<file path="src/rtl/gpio_stream_reader.sv">
// GPIO readback bridge: the CPU drains NUM_CH AXI-stream channels 32 bits per w_clk strobe,
// and reads back per-channel word index / underflow status and NUM_STAT static status words.
module gpio_stream_reader #(
    parameter int                NUM_CH    = 4,
    parameter int                DATA_W    = 128,
    parameter int                NUM_STAT  = 4,
    parameter int                ADDR_W    = 8,
    parameter int                W_CLK_BIT = 31,
    parameter logic [ADDR_W-1:0] CH_BASE   = 8'h10,
    parameter logic [ADDR_W-1:0] IDX_BASE  = 8'h18,
    parameter logic [ADDR_W-1:0] STAT_BASE = 8'h20,
    parameter logic [ADDR_W-1:0] CLR_ADDR  = 8'h0F,
    parameter int                UF_W      = 16
) (
    input  logic                     clk,
    input  logic                     rst,
    input  logic [31:0]              gpio_in,
    output logic [31:0]              gpio_out,
    output logic                     valid,
    input  logic [NUM_CH*DATA_W-1:0] s_data,
    input  logic [NUM_CH-1:0]        s_valid,
    output logic [NUM_CH-1:0]        s_ready,
    input  logic [NUM_STAT*32-1:0]   stat_in
);

    localparam int WORDS      = (DATA_W + 31) / 32;
    localparam int PAD_W      = WORDS * 32;
    localparam int CH_SEL_W   = (NUM_CH > 1) ? $clog2(NUM_CH) : 1;
    localparam int STAT_SEL_W = (NUM_STAT > 1) ? $clog2(NUM_STAT) : 1;

    function automatic bit ranges_overlap(input int a_lo, input int a_n, input int b_lo, input int b_n);
        return (a_lo < b_lo + b_n) && (b_lo < a_lo + a_n);
    endfunction

    localparam bit MAP_OVERLAP =
        ranges_overlap(int'(CH_BASE), NUM_CH, int'(IDX_BASE), NUM_CH) ||
        ranges_overlap(int'(CH_BASE), NUM_CH, int'(STAT_BASE), NUM_STAT) ||
        ranges_overlap(int'(CH_BASE), NUM_CH, int'(CLR_ADDR), 1) ||
        ranges_overlap(int'(IDX_BASE), NUM_CH, int'(STAT_BASE), NUM_STAT) ||
        ranges_overlap(int'(IDX_BASE), NUM_CH, int'(CLR_ADDR), 1) ||
        ranges_overlap(int'(STAT_BASE), NUM_STAT, int'(CLR_ADDR), 1);

    generate
        if (MAP_OVERLAP) begin : g_map_overlap
            $error("gpio_stream_reader: address ranges overlap");
        end
        if (W_CLK_BIT < ADDR_W || W_CLK_BIT > 31) begin : g_bad_wclk
            $error("gpio_stream_reader: W_CLK_BIT must lie above the address field");
        end
        if (WORDS < 1 || WORDS > 255) begin : g_bad_words
            $error("gpio_stream_reader: DATA_W must give 1..255 words per beat");
        end
        if (UF_W < 1 || UF_W > 16) begin : g_bad_uf
            $error("gpio_stream_reader: UF_W must be 1..16");
        end
    endgenerate

    typedef enum logic [0:0] {
        ST_IDLE = 1'b0,
        ST_HOLD = 1'b1
    } state_t;

    state_t              state_r;
    logic [31:0]         rd_reg_r;
    logic                rd_valid_r;
    logic [NUM_CH-1:0]   s_ready_r;
    logic [7:0]          word_idx_r [NUM_CH];
    logic [UF_W-1:0]     uf_cnt_r   [NUM_CH];

    logic [ADDR_W-1:0]   addr_s;
    logic                w_clk_s;
    logic                ch_hit_s;
    logic                idx_hit_s;
    logic                stat_hit_s;
    logic                clr_hit_s;
    logic [CH_SEL_W-1:0] ch_sel_s;
    logic [CH_SEL_W-1:0] idx_sel_s;
    logic [STAT_SEL_W-1:0] stat_sel_s;
    logic [DATA_W-1:0]   sel_beat_s;
    logic [7:0]          sel_idx_s;
    logic                sel_valid_s;
    logic [PAD_W-1:0]    padded_s;
    logic [31:0]         sel_word_s;
    logic [31:0]         idx_word_s;
    logic [31:0]         stat_word_s;
    logic                unused_gpio_s;

    assign addr_s        = gpio_in[ADDR_W-1:0];
    assign w_clk_s       = gpio_in[W_CLK_BIT];
    assign clr_hit_s     = (addr_s == CLR_ADDR);
    assign unused_gpio_s = ^gpio_in;
    assign s_ready       = s_ready_r;

    // Address decode into channel / index-status / status-word windows
    always_comb begin
        ch_hit_s   = 1'b0;
        ch_sel_s   = '0;
        idx_hit_s  = 1'b0;
        idx_sel_s  = '0;
        stat_hit_s = 1'b0;
        stat_sel_s = '0;
        for (int c = 0; c < NUM_CH; c++) begin
            if (addr_s == ADDR_W'(int'(CH_BASE) + c)) begin
                ch_hit_s = 1'b1;
                ch_sel_s = CH_SEL_W'(c);
            end
            if (addr_s == ADDR_W'(int'(IDX_BASE) + c)) begin
                idx_hit_s = 1'b1;
                idx_sel_s = CH_SEL_W'(c);
            end
        end
        for (int k = 0; k < NUM_STAT; k++) begin
            if (addr_s == ADDR_W'(int'(STAT_BASE) + k)) begin
                stat_hit_s = 1'b1;
                stat_sel_s = STAT_SEL_W'(k);
            end
        end
    end

    // Per-address data selection: addressed beat word, index/underflow status, status word
    always_comb begin
        sel_beat_s  = '0;
        sel_idx_s   = 8'h00;
        sel_valid_s = 1'b0;
        idx_word_s  = 32'h0;
        stat_word_s = 32'h0;
        for (int c = 0; c < NUM_CH; c++) begin
            if (ch_sel_s == CH_SEL_W'(c)) begin
                sel_beat_s  = s_data[c*DATA_W +: DATA_W];
                sel_idx_s   = word_idx_r[c];
                sel_valid_s = s_valid[c];
            end
            if (idx_sel_s == CH_SEL_W'(c)) begin
                idx_word_s = {16'(uf_cnt_r[c]), 8'h00, word_idx_r[c]};
            end
        end
        for (int k = 0; k < NUM_STAT; k++) begin
            if (stat_sel_s == STAT_SEL_W'(k)) begin
                stat_word_s = stat_in[k*32 +: 32];
            end
        end
    end

    // Zero-extend the beat so words beyond DATA_W read as 0
    assign padded_s   = PAD_W'(sel_beat_s);
    assign sel_word_s = padded_s[{sel_idx_s, 5'd0} +: 32];

    // Readback mux and valid flag, combinational on the current address
    always_comb begin
        if (ch_hit_s) begin
            gpio_out = rd_reg_r;
        end else if (idx_hit_s) begin
            gpio_out = idx_word_s;
        end else if (stat_hit_s) begin
            gpio_out = stat_word_s;
        end else begin
            gpio_out = 32'h0;
        end
        if (ch_hit_s || clr_hit_s) begin
            valid = rd_valid_r;
        end else begin
            valid = 1'b1;
        end
    end

    // Strobe FSM: one action per w_clk rising level, then wait for w_clk to drop
    always_ff @(posedge clk or negedge rst) begin
        if (!rst) begin
            state_r    <= ST_IDLE;
            rd_reg_r   <= 32'h0;
            rd_valid_r <= 1'b0;
            s_ready_r  <= '0;
            for (int c = 0; c < NUM_CH; c++) begin
                word_idx_r[c] <= 8'h00;
                uf_cnt_r[c]   <= '0;
            end
        end else begin
            s_ready_r <= '0;
            case (state_r)
                ST_IDLE: begin
                    if (w_clk_s) begin
                        state_r <= ST_HOLD;
                        if (ch_hit_s) begin
                            if (sel_valid_s) begin
                                rd_reg_r   <= sel_word_s;
                                rd_valid_r <= 1'b1;
                                if (sel_idx_s == 8'(WORDS - 1)) begin
                                    word_idx_r[ch_sel_s] <= 8'h00;
                                    s_ready_r[ch_sel_s]  <= 1'b1;
                                end else begin
                                    word_idx_r[ch_sel_s] <= sel_idx_s + 8'd1;
                                end
                            end else begin
                                rd_valid_r <= 1'b0;
                                if (uf_cnt_r[ch_sel_s] != {UF_W{1'b1}}) begin
                                    uf_cnt_r[ch_sel_s] <= uf_cnt_r[ch_sel_s] + UF_W'(1);
                                end else begin
                                    uf_cnt_r[ch_sel_s] <= uf_cnt_r[ch_sel_s];
                                end
                            end
                        end else if (clr_hit_s) begin
                            rd_valid_r <= 1'b1;
                            for (int c = 0; c < NUM_CH; c++) begin
                                word_idx_r[c] <= 8'h00;
                                uf_cnt_r[c]   <= '0;
                            end
                        end else begin
                            rd_valid_r <= rd_valid_r;
                        end
                    end else begin
                        state_r <= ST_IDLE;
                    end
                end
                ST_HOLD: begin
                    if (!w_clk_s) begin
                        rd_valid_r <= 1'b0;
                        state_r    <= ST_IDLE;
                    end else begin
                        state_r <= ST_HOLD;
                    end
                end
                default: begin
                    rd_valid_r <= 1'b0;
                    state_r    <= ST_IDLE;
                end
            endcase
        end
    end

endmodule
</file>
<file path="config.mk">
export PLATFORM = sky130hd
export DESIGN_NAME = gpio_stream_reader
export DESIGN_NICKNAME = d
export VERILOG_FILES = /design/src/rtl/gpio_stream_reader.sv
export SDC_FILE = /design/constraint.sdc
export NUM_CORES = 1
export LEC_CHECK = 0
export ABC_AREA = 1
export CELL_PAD_IN_SITES_DETAIL_PLACEMENT = 1
export CELL_PAD_IN_SITES_GLOBAL_PLACEMENT = 2
export CORE_AREA = 2 2 278 280
export DETAILED_ROUTE_END_ITERATION = 7
export DIE_AREA = 0 0 280 282
export MAX_ROUTING_LAYER = met4
export PLACE_DENSITY_LB_ADDON = 0.1
export SLEW_MARGIN = 15
export SYNTH_ARGS = -nofsm -noshare
export SYNTH_HDL_FRONTEND = slang
export SYNTH_SLANG_ARGS = --single-unit
</file>
<file path="constraint.sdc">
create_clock -name clk -period 6.2 [get_ports clk]
set_clock_uncertainty 0.1 [all_clocks]
set_input_delay 1.24 -clock clk [delete_from_list [all_inputs] [get_ports clk]]
set_output_delay 1.24 -clock clk [all_outputs]
set_load 0.03 [all_outputs]
</file>
* Yosys cells after proc, flatten, opt, wreduce, memory -nomap -nowiden *
Index checks and enable logic that the tools add are counted.
W data, S select, Z words.

word-level totals
  register bits after elaboration = 134
  bits of input ports = 678
  output and inout port bits = 37
  logic and storage cells = 140

operators by class
  add/subtract/negate cells = 2
  magnitude comparators = 4
  eq/ne operators = 29
  shift-type cells = 1
  muxes and demuxes = 77
  bitwise logic cells = 4
  reductions and logical operators = 11

operator list
  operator                 number
  $mux W128                4
  $mux W32                 15
  $mux W64                 4
  $bwmux W64               2
  $shiftx A128 B14 Y32     1
  $eq A8 B5 Y1 const B     8
  $mux W16                 3
  $mux W8                  5
  $and A32 B32 Y32         1
  $bmux W16 S2             1
  $bwmux W32               1
  $demux W16 S2            1
  $eq A8 B6 Y1 const B     4
  $not A32 Y32             1
  $mux W1                  27
  $mux W4                  5
  $add A16 B1 Y16 const B  1
  $demux W8 S2             1
  $ne A16 B16 Y1 const B   1
  $eq A2 B2 Y1 const B     6
  $mux W2                  6
  $reduce_and A4 Y1        3
  $add A8 B1 Y8 const B    1
  $eq A8 B2 Y1 const B     1
  18 further kinds         25

* Longest topological paths before layout *
  word-level depth = 15
  gate-level depth with buffers = 21
  gate-level depth less buffers = 19

* Worst setup path before layout *
OpenSTA, ideal clock, no wires.

  kind = input port to output port
  start point = input gpio_in[0]
  end point = output gpio_out[10]
  arrival = 3.056 ns
  required time = 4.860 ns
  path slack = 1.804 ns
  stages on the path = 9
  buffers on the path = 3
  cells stage by stage = buf_4 nand2_2 nor2_4 buf_2 buf_1 nand3_1 nand2_1 a211oi_1 o21ai_0

between the ends
  cells in the longest elaborated chain, start to end = 12
  elaborated cells on any way between the ends = 47
  classes of those cells = 18 x eq/ne; 28 x mux; 1 x reduce/logical

ends and longest elaborated chain
  element                RTL line  source
  from (decl)            17        input logic [31:0] gpio_in,
  $eq A8 B6 Y1           113       if (addr_s == ADDR_W'(int'(STAT_BASE) + k)) begin
  $mux W1                113
  $mux W2 (2 in a row)   113
  $logic_not A2 Y1       138       if (stat_sel_s == STAT_SEL_W'(k)) begin
  $mux W32 (4 in a row)  138
  $mux W32               154       end else if (stat_hit_s) begin
  $mux W32               152       end else if (idx_hit_s) begin
  $mux W32 (*)           150       if (ch_hit_s) begin
  to (decl)              18        output logic [31:0] gpio_out,

Mark *: on every way between the ends. The rest lies on a longest branch, timed or not.

* Worst setup path after layout *
  start point = input gpio_in[2]
  end point = output gpio_out[9]

Same word-level chain as after synthesis.

==> out/results.tsv <==
metric	value	unit
status	finished clean	
leakage	9.67	nW
grt_setup_unrepaired	false	
netlist_area	14000	sq um
switching_share	0.268	
cp_data_required_time	4.86	ns
first_global_vias	21000	
grt_util_met2	0.484	
fin_area	23000	sq um
yosysUniqueCellTypes	46	
hold_buffers	0	
stdcell_count	3996	
placed_area	22300	sq um
dpl.hpwl	89500	um
fin_util	0.304	
die_x	280	um
cts_tree	done	
finalSetupViolCount	0	
cp_max_fo	33	
hold_viol	0	
fmax	177	MHz
use_met1	0.351	
fillers	9397	
grt_first_pass_wirelength	156000	um
hp-class	reg -> reg	
core_region_area	75700	sq um
mostFrequentLayoutCells	750 x nand2_1, 662 x clkdlybuf4s50_1, 359 x nand3_1, 167 x nor2_1, 165 x o21ai_0	
cts_buffer_depth	2	
synth-seq-area-share	0.239	
synth_mux_area_frac	0	
post_cts_resized	0	
start_util	0.185	
post-route-period-util	0.911	
syn_to_final_growth	64.0	%
pwr-share-clk	0.419	
vias	20000	
nNetsFinal	3658	
die_h	282	um
cts-root-buf	clkbuf_16	
worst_slew_pin_slew	0.950	ns
relSlewSlack	0.364	
ys_warn_count	0	
hold_ws	0.380	ns
vdd_drop_max	0.214	mV
seqPwrFrac	0.316	
switchingPower	0.787	mW
die-area	79000	sq um
portBuffers	691	
arrival	4.31	ns
cts_buffers	17	
num_rows	101	
drive_gt1_frac	0.0762	
synthAdderAreaFrac	0.00178	
endpoint_kind	primary output	
place.gp.congestion	0.947	
track_usage	0.284	
avgSynthCellArea	5.95	sq um
wirelength	111000	um
grtUsageMet3	0.0535	
synth_top_family_by_area	simple AND/OR/NAND/NOR gates	
grt_max_degree	139	
insertion_delay	0.49	ns
maxCapViolations	0	
synth-simple-area-share	0.426	
path_class	in -> out	
drc	0	
final-max-slew-violation-count	0	
viasPerCell	5.01	
drtIter0Drc	1305	
postCtsSetupBuffers	0	
clock_sinks	134	
clk_pin_slew	0.06	ns
htree_levels	4	
synth_compound_area_frac	0.237	
grt-ovfl-total	0	
internal_power	2.15	mW
place_inst	3937	
synth-xor-area-share	0.00250	
layout_commonest_cell	nand2_1	
ys_seq_elements	134	
antenna_found_initial	38	
boundaryPins	715	
period_needed	5.65	ns
busiest_layer	met2	
synthCells	2358	
powerDensity	128	nW/um^2
setup_tns	0	ns
p_comb_frac	0.265	
route.detailed.wl_per_inst	27.7	um
cp-start-kind	input port	
syn_nets	3038	
dr.pass1.iters	5	
ant_nets	0	
[cells in the mapped netlist, drive strengths merged]
| master | count | area share |
|---|---|---|
| a211oi | 5 | 0.0027 |
| a21oi | 98 | 0.036 |
| a221oi | 1 | 0.00062 |
| a22o | 43 | 0.027 |
| buf | 82 | 0.034 |
| clkbuf | 83 | 0.022 |
| clkinv | 3 | 0.00089 |
| dfrtp | 134 | 0.24 |
| ha | 2 | 0.0018 |
| inv | 138 | 0.037 |
| nand2 | 771 | 0.21 |
| nand3 | 361 | 0.13 |
| nand3b | 5 | 0.0027 |
| nand4 | 32 | 0.017 |
| nor2 | 195 | 0.061 |
| nor3 | 6 | 0.0025 |
| nor4 | 1 | 0.00089 |
| o2111ai | 1 | 0.0011 |
| o211ai | 72 | 0.039 |
| o21ai | 235 | 0.084 |
| o21bai | 1 | 0.0013 |
| o221ai | 42 | 0.026 |
| o22ai | 29 | 0.013 |
| o31ai | 12 | 0.0064 |
| or2 | 2 | 0.00089 |
| xnor2 | 2 | 0.0012 |
| xor2 | 2 | 0.0012 |
[cell type report]
type | count | area [sq um] | share of cell area
inverter | 141 | 537 | 0.0233
clock inverter | 12 | 223 | 0.00968
multi-input combinational | 1918 | 9390 | 0.408
sequential | 134 | 3350 | 0.146
tap | 978 | 1220 | 0.0532
timing repair buffer | 766 | 7760 | 0.337
clock buffer | 20 | 457 | 0.0198
antenna | 27 | 67.6 | 0.00294
[path summary, 6_finish.rpt]
path | startpoint | end | slack [ns] | depth (start not counted)
setup / recovery | gpio_in[2] | gpio_out[9] | 0.55 | 9
hold / removal | rd_reg_r[22]$_DFFE_PN0P_ | rd_reg_r[22]$_DFFE_PN0P_ | 0.38 | 2
setup reg to reg | uf_cnt_r[32]$_DFFE_PN0P_ | uf_cnt_r[43]$_DFFE_PN0P_ | 3.48 | 13
hold reg to reg | rd_reg_r[22]$_DFFE_PN0P_ | rd_reg_r[22]$_DFFE_PN0P_ | 0.38 | 2
max in group asynchronous | rst | word_idx_r[7]$_DFFE_PN0P_ | 3.98 | 2
min in group asynchronous | rst | rd_reg_r[8]$_DFFE_PN0P_ | 0.68 | 1
[per-layer routing]
metal  vias up  wire length, um
li1       9350                -
met4         0             1730
met2       688            54000
met5         -                0
met3        83             6690
met1      9910            48300
[state kept, by name, indices dropped and copies added (netlist names)]
signal and count:
uf_cnt_r 64, rd_reg_r 32, word_idx_r 32, s_ready 4, rd_valid_r 1, state_r 1
[metrics by stage]
| step | power (mW) | setup slack [ns] |
|---|---|---|
| 3_3_place_gp | 1.72 | 0.660 |
| 3_5_place_dp | 1.72 | 0.668 |
| 2_1_floorplan | 1.15 | 1.80 |
| 5_1_grt | 3.07 | 0.477 |
| 6_report | 2.94 | 0.551 |
| 4_1_cts | 2.98 | 0.644 |
[cells by family after synthesis]
group	Yosys count
compound gates	539
buf+inv	306
fa+ha+maj	2
simple gates	1373
flops	134
xor+xnor	4
[power by group through the flow]
stage / Combinational (mW) / Sequential (mW) / Clock, mW
after floorplan: 0.213 / 0.939 / 0
after global placement: 0.774 / 0.943 / 0
after detailed placement: 0.778 / 0.944 / 0
after CTS: 0.782 / 0.929 / 1.27
after global routing: 0.838 / 0.933 / 1.30
final: 0.777 / 0.929 / 1.23
[critical path, cell delays in order]
cell and delay [ns]:
clkdlybuf4s50_1 0.57, nor2_2 0.42, nand4_1 0.22, buf_4 0.29, o21ai_0 0.24, nand2_1 0.08, a211oi_1 0.43, o21ai_0 0.16
clkdlybuf4s50_1 0.63
(Power assumes the default switching activity.)
